--- config.mk ---
export PLATFORM = sky130hd
export DESIGN_NAME = pdm_mod
export DESIGN_NICKNAME = d
export VERILOG_FILES = /design/src/rtl/pdm_pkg.sv /design/src/rtl/pdm_mod_sdm_loop.sv /design/src/rtl/pdm_mod.sv
export SDC_FILE = /design/constraint.sdc
export NUM_CORES = 1
export LEC_CHECK = 0
export BUFFER_PORTS_ARGS = -buffer_cell sky130_fd_sc_hd__buf_2
export CORE_MARGIN = 2
export CORE_UTILIZATION = 45
export DETAILED_ROUTE_END_ITERATION = 8
export GPL_TIMING_DRIVEN = 0
export SYNTH_ARGS = -nofsm -noshare
export SYNTH_HDL_FRONTEND = slang
export SYNTH_HIERARCHICAL = 1
export SYNTH_SLANG_ARGS = --single-unit
--- constraint.sdc ---
create_clock -name clk -period 5 [get_ports clk]
set_input_delay 0.5 -clock clk [delete_from_list [all_inputs] [get_ports clk]]
set_output_delay 0.5 -clock clk [all_outputs]
set_load 0.005 [all_outputs]
--- src/rtl/pdm_pkg.sv ---
// pdm_pkg: shared constants and arithmetic for the PCM-to-PDM modulator.
// Widths derive from the PCM width; sat_add clamps instead of wrapping.
package pdm_pkg;

  localparam int PCM_W = 16;
  localparam int RATE  = 10;

  function automatic int acc_w(input int n);
    return n + 4;
  endfunction

  function automatic int fs_of(input int n);
    return 1 << (n - 1);
  endfunction

  function automatic int lim_of(input int n);
    return 1 << (n + 2);
  endfunction

  localparam int FS      = fs_of(PCM_W);
  localparam int ACC_W   = acc_w(PCM_W);
  localparam int SAT_MAX = lim_of(PCM_W);
  localparam int SAT_MIN = -SAT_MAX;

  // a + b, clamped to +/-lim
  function automatic int sat_add(
    input int a,
    input int b,
    input int lim
  );
    int s;
    s = a + b;
    if (s > lim) begin
      return lim;
    end
    if (s < -lim) begin
      return -lim;
    end
    return s;
  endfunction

endpackage

--- src/rtl/pdm_mod_sdm_loop.sv ---
// sdm_loop: sigma-delta loop arithmetic and the registered PDM bit.
// PDM_MOD_ORDER2_EN selects the second-order loop; default is first order.
import pdm_pkg::*;

module sdm_loop #(
  parameter int N = PCM_W
) (
  input  logic                clk,
  input  logic                rst,
  input  logic                we,
  input  logic signed [N-1:0] cur,
  output logic                pdm_out
);

  localparam int AW  = acc_w(N);
  localparam int FSV = fs_of(N);
  localparam int LIM = lim_of(N);

  logic signed [AW-1:0] acc1;
  int fb;
  int a1_next;

`ifdef PDM_MOD_ORDER2_EN
  logic signed [AW-1:0] acc2;
  int a2_next;

  // next loop state, second order
  always_comb begin
    fb      = pdm_out ? FSV : -FSV;
    a1_next = sat_add(int'(acc1), int'(cur) - fb, LIM);
    a2_next = sat_add(int'(acc2), a1_next - fb, LIM);
  end

  // advance both integrators once per bit strobe
  always_ff @(posedge clk) begin
    if (rst) begin
      acc1    <= '0;
      acc2    <= '0;
      pdm_out <= 1'b0;
    end else if (we) begin
      acc1    <= AW'(a1_next);
      acc2    <= AW'(a2_next);
      pdm_out <= (a2_next >= 0);
    end
  end
`else
  // next loop state, first order
  always_comb begin
    fb      = pdm_out ? FSV : -FSV;
    a1_next = sat_add(int'(acc1), int'(cur) - fb, LIM);
  end

  // advance the integrator once per bit strobe
  always_ff @(posedge clk) begin
    if (rst) begin
      acc1    <= '0;
      pdm_out <= 1'b0;
    end else if (we) begin
      acc1    <= AW'(a1_next);
      pdm_out <= (a1_next >= 0);
    end
  end
`endif

endmodule

--- src/rtl/pdm_mod.sv ---
// pdm_mod: PCM-to-PDM modulator top; handshake, hold register, framing.
// Loop order selected by PDM_MOD_ORDER2_EN (see sdm_loop).
import pdm_pkg::*;

module pdm_mod #(
  parameter int N = PCM_W,
  parameter int R = RATE
) (
  input  logic         clk,
  input  logic         rst,
  input  logic         we,
  input  logic [N-1:0] in_data,
  input  logic         in_valid,
  output logic         in_ready,
  output logic         pdm_out,
  output logic         underrun
);

  localparam logic [3:0] LAST = 4'(R - 1);

  logic [N-1:0]        hold;
  logic                full;
  logic signed [N-1:0] cur;
  logic [3:0]          cnt;
  logic                boundary;
  logic                accept;

  assign in_ready = !full;
  assign accept   = in_valid && !full;
  assign boundary = we && (cnt == LAST);

  // handshake and holding register; live regardless of we
  always_ff @(posedge clk) begin
    if (rst) begin
      hold <= '0;
      full <= 1'b0;
    end else if (accept) begin
      hold <= in_data;
      full <= 1'b1;
    end else if (boundary) begin
      full <= 1'b0;
    end
  end

  // frame counter, sample handover and underrun pulse
  always_ff @(posedge clk) begin
    if (rst) begin
      cnt      <= '0;
      cur      <= '0;
      underrun <= 1'b0;
    end else begin
      underrun <= 1'b0;
      if (we) begin
        cnt <= (cnt == LAST) ? 4'd0 : cnt + 4'd1;
      end
      if (boundary) begin
        if (full) begin
          cur <= hold;
        end else begin
          underrun <= 1'b1;
        end
      end
    end
  end

  sdm_loop #(
    .N (N)
  ) u_loop (
    .clk     (clk),
    .rst     (rst),
    .we      (we),
    .cur     (cur),
    .pdm_out (pdm_out)
  );

endmodule

# Word-level counts from Yosys, hierarchy flattened
# Index checks and enable logic that the tools add are counted.
# totals
reg_bits	59
latchBits	0
mem_bits_rw	0
rom_bits	0
inputBits	20
out_inout_bits	3
wordCells	33
n_memories	0
# classes
n_addsub	3
mul	0
n_div	0
magnitude_cmp	3
n_eq_ne	1
shift	0
muxes	12
bitwise	1
n_reduce_logical	6
# op_table
cell	n
$mux W32	4
$add A20 B32 Y32	1
$ge A32 B1 Y1 const B	1
$gt A32 B20 Y1 const B	1
$lt A32 B19 Y1 const B	1
$sub A16 B32 Y32	1
$mux W19	1
$mux W1	6
$add A4 B1 Y4 const B	1
$eq A4 B4 Y1 const B	1
$mux W4	1
$logic_and A1 B1 Y1	2
$reduce_and A2 Y1	1
$reduce_bool A2 Y1	1
$reduce_or A2 Y1	1
$logic_not A1 Y1	1
$not A1 Y1	1

# Depth between registers and ports, before layout
# depth
depth_word	9
mapped_depth	18
depth_no_buf	16

# Hierarchy
# Netlist, hierarchy kept.
# modules_own_cells
mod	n_inst	cells_per_inst	area_each_um2	seq_area_each_um2
sdm_loop	1	316	2436.1	420.4
pdm_mod	1	170	1551.5	760.7

# Worst setup path after synthesis
# Ideal clock, no wire load.
# synth_path
kind	register -> register
from	register u_loop.pdm_out
to	register u_loop.acc1[0]
setup_time_ns	0.059
arrival_ns	3.951
slack_ns	0.990
stages_incl_launch_ff	17
path_buffers	1
synth_period_minus_slack_ns	4.010
cell_sequence	dfxtp_1 inv_1 fa_1 inv_1 ha_1 a21o_1 a21o_1 a21oi_1 o31a_1 nand3b_1 o211ai_1 nand4b_1 ha_1 or3b_2 o31ai_4 buf_6 a22o_2
# synth_via
elab_chain_len	8
elab_cells_between_ends	11
cone_classes	add/sub: 2; order compare: 2; mux: 7
# synth_lines
element	line	rtl
start: declaration	pdm_mod_sdm_loop.sv:12	output logic pdm_out
start signal: assignment	pdm_mod_sdm_loop.sv:60	pdm_out <= (a1_next >= 0);
$mux W32 (*)	pdm_mod_sdm_loop.sv:49	fb = pdm_out ? FSV : -FSV;
$sub A16 B32 Y32 (*)	pdm_mod_sdm_loop.sv:50	a1_next = sat_add(int'(acc1), int'(cur) - fb, LIM);
$add A20 B32 Y32 (*)	pdm_pkg.sv:32	s = a + b;
$lt A32 B19 Y1	pdm_pkg.sv:36	if (s < -lim) begin
$mux W1 (2 in series)	pdm_pkg.sv:36	
$mux W32	pdm_pkg.sv:39	return s;
$mux W32 (*)	pdm_pkg.sv:36	
end signal: assignment	pdm_mod_sdm_loop.sv:59	acc1 <= AW'(a1_next);
end: declaration	pdm_mod_sdm_loop.sv:19	logic signed [AW-1:0] acc1;
# Mark *: on every way between the ends. The rest lies on a longest branch, timed or not. The select of a mux whose other input is x is not followed.
# A chain may end at the register's enable or synchronous reset.

# Final worst setup path
# layout_path
from	register cur[15]
to	register u_loop.acc1[4]
# layout_via
elab_chain_len	7
elab_cells_between_ends	10
cone_classes	add/sub: 2; order compare: 2; mux: 6
# layout_lines
element	line	rtl
start: declaration	pdm_mod.sv:23	logic signed [N-1:0] cur;
start signal: assignment	pdm_mod.sv:58	cur <= hold;
$sub A16 B32 Y32 (*)	pdm_mod_sdm_loop.sv:50	
$add A20 B32 Y32 (*)	pdm_pkg.sv:32	
$lt A32 B19 Y1	pdm_pkg.sv:36	
$mux W1 (2 in series)	pdm_pkg.sv:36	
$mux W32	pdm_pkg.sv:39	
$mux W32 (*)	pdm_pkg.sv:36	
# Marked as above.

==> metrics.txt <==
number of synthesized flops with an enable pin=0; fin cells=632; clock slew at reported path FFs=0.07 ns; Pins Over Slew Limit=0; chip height=98.14 um; Rel. slew slack=54.22%; vias per cell=5.190; CTS root buf=clkbuf_8; synthesized area=3988 um^2; syn avg cell area=8.205 um^2; Final Hold Vio Count=0; largest net degree at the start of global routing=12; pre-CTS setup slack=0.3432 ns; worst setup path class=reg2reg; dpl hpwl=6824 um; WP data arrival=4.80 ns; 1st-iter DRT viols=114; slowest stage cell, crit path=or3b_2; CTS resizes=0; Placer Congestion=0.8747; vias in the first global route=3184; ant diodes=0; cell area power density=287.5 nW/um^2; first-pass GRT wire length=14790 um; largest family of logic cells by synthesized area=simple AND/OR/NAND/NOR gates; maximum VDD drop=0.1304 mV; static leakage=1.895 nW; CP endpoint kind=flop; TritonCTS buffer count=9; HP Class=in2reg; # nets final=580; Final Cycle Share=90.47%; required time worst endpoint=5.28 ns; number of H-tree levels=3; DRT Wirelength=8564 um; Critical Path Max Stage Delay=0.54 ns; Detailed Routing Iterations Pass 1=4; simple-gate share of the synthesized area=19.27%; multiplexer share of the synthesized area=4.267%; Syn Nets=547; post-layout minimum cycle time=4.524 ns; YS warnings=6; WL/cell=13.55 um; remaining antenna violation count after routing=0; postcts setup bufs=0; Compound-Gate Fraction of Synth Area=19.20%; # DRC=0; worst-path cell chain=inv_1 > fa_1 > inv_1 > ha_1 > and4_1 > and3_1 > nand3_1 > o21ai_1 > xor2_1 > nand4b_1 > ha_1 > or3b_2 > o31ai_4 > buf_6 > a22o_2; xor and xnor area share after synthesis=3.734%; clock skew=0.009950 ns; area delta synth->final=10.42%; clock sinks=59; later-pin clock latency in the skew report=0.33 ns; Hold Path Depth=3; Min Hold Slack=0.3980 ns; routed via count=3280; Worst R2R Path Depth=15; RSZ-0062 raised after global routing=false; Synth Area in Adders=13.62%; core area=8636 um^2; Worst Tran Pin Value=0.6842 ns; GRT Residual Overflow=0; CTS max path bufs=2; Top FF cell, synth=dfxtp_1; initial antenna violation count=0; setup_tns=0 ns; initial core utilization=46.18%; Inst Count DP=616; Yosys reg bits=59; Post-Syn Instances=486; maxcap violations=0; CTS tree=built; ys async rst share=0%; Die ar.=9630 um^2; startpoint types=flop; hold buffers post-CTS=0; final worst setup slack=0.4764 ns; share of layout cells above drive strength 1=13.55%; global-route usage over all layers=18.73%; cell row count=34; final setup vio count=0; status=finished, final reports clean; peak fanout along the critical path=10; width of the die=98.14 um; I/O Pins=23; fmax=0.2211 GHz; Yosys cell types=62; sequential area share after synthesis=29.62%; power consumption=1.266 mW; input/output buffers=22
## routing by layer
metal | vias to the layer above | global-route usage [%] | share of wire (%) | wire (um)
li1 | 1708 | - | - | -
met1 | 1523 | 24.88 | 49 | 4237
met2 | 45 | 31.14 | 47 | 4048
met3 | 4 | 3.436 | 2.7 | 228
met4 | 0 | 5.690 | 0.57 | 49
met5 | - | 0 | 0 | 0
## worst max-delay path: cells and delay by family, from the launching register on
| kind | cells | cell delay [ns] |
|---|---|---|
| compound gates | 3 | 0.74 |
| xor+xnor | 1 | 0.37 |
| fa+ha+maj | 3 | 1.23 |
| buf+inv | 3 | 0.39 |
| flops | 1 | 0.52 |
| simple gates | 5 | 1.21 |
## logic make-up (layout without fill, tap and decap cells)
family	after synthesis	after routing
adders and majority gates	41	41
xor gates and xnor gates	17	17
buffers and inverters	93	131
AOI/OAI and AO/OA	113	113
DFF	59	59
and+or+nand+nor	146	146
muxes	17	17
## worst paths after layout
path / to / slack [ns] / startpoint
setup / recovery: u_loop/acc1[4] / 0.48 / cur[15]
hold / removal: hold[5] / 0.40 / in_data[5]
setup reg to reg: u_loop/acc1[4] / 0.48 / cur[15]
hold reg to reg: u_loop/acc1[8] / 0.45 / u_loop/acc1[8]
## final cells by class
cell class / instances / area, um^2
clock inverters: 6 / 42.54
multi-input cells: 334 / 2396
well taps: 108 / 135.1
plain buffers: 19 / 132.6
repair buffers: 22 / 110.1
flip-flops and latches: 59 / 1181
clock buffers: 10 / 127.6
inverters: 74 / 277.8
fillers: 888 / 4233
## sequential cells by signal (all words and copies together) (netlist names)
name and flops:
underrun 1, cnt 4, u_loop/acc1 20, hold 16
cur 16, full 1, u_loop/pdm_out 1
## cell usage after synthesis, drive strengths merged (2+ instances only)
cell	n	share of area (%)
nand4	3	0.47
nand3	5	0.63
ha	37	12
a32o	4	1.0
a21oi	37	4.6
fa	4	2.0
a211oi	7	1.4
o21a	5	0.94
nor3b	3	0.69
clkbuf	8	1.0
buf	9	1.8
xor2	9	2.0
mux2i	17	4.3
o31a	2	0.47
nor3	6	0.75
xnor2	8	1.8
o211ai	5	0.94
a21o	4	0.82
o21ai	23	2.9
inv	74	7.0
o22ai	2	0.31
and4	2	0.44
or2	2	0.31
a31oi	3	0.47
dfxtp	59	30
nor2	23	2.2
nor2b	4	0.63
or3	3	0.47
nand2	48	4.6
and3	2	0.31
nand2b	38	6.0
a22o	12	2.9
## cells in the final DEF, fill, tap and decap left out, drive strengths merged, types with 4 or more instances in the layout
master,n
inv,74
dfxtp,59
nand2,48
nand2b,38
a21oi,37
ha,37
buf,31
nor2,23
o21ai,23
clkbuf,18
mux2i,17
a22o,12
xor2,9
xnor2,8
a211oi,7
nor3,6
nand3,5
o211ai,5
o21a,5
nor2b,4
a32o,4
fa,4
clkinv,4
a21o,4
## power breakdown
| group | internal [mW] | switching, mW | total, mW |
|---|---|---|---|
| logic | 0.151 | 0.229 | 0.380 |
| registers | 0.494 | 0.0203 | 0.514 |
| clock network | 0.179 | 0.192 | 0.372 |
## per-stage QoR
stage          utilization (%)  instance area, um^2
6_report                 50.99                 4403
3_3_place_gp             49.01                 4233
4_1_cts                  50.99                 4403
3_5_place_dp             49.01                 4233
2_1_floorplan                -                 3988
5_1_grt                  50.99                 4403
(Power assumes the default switching activity.)
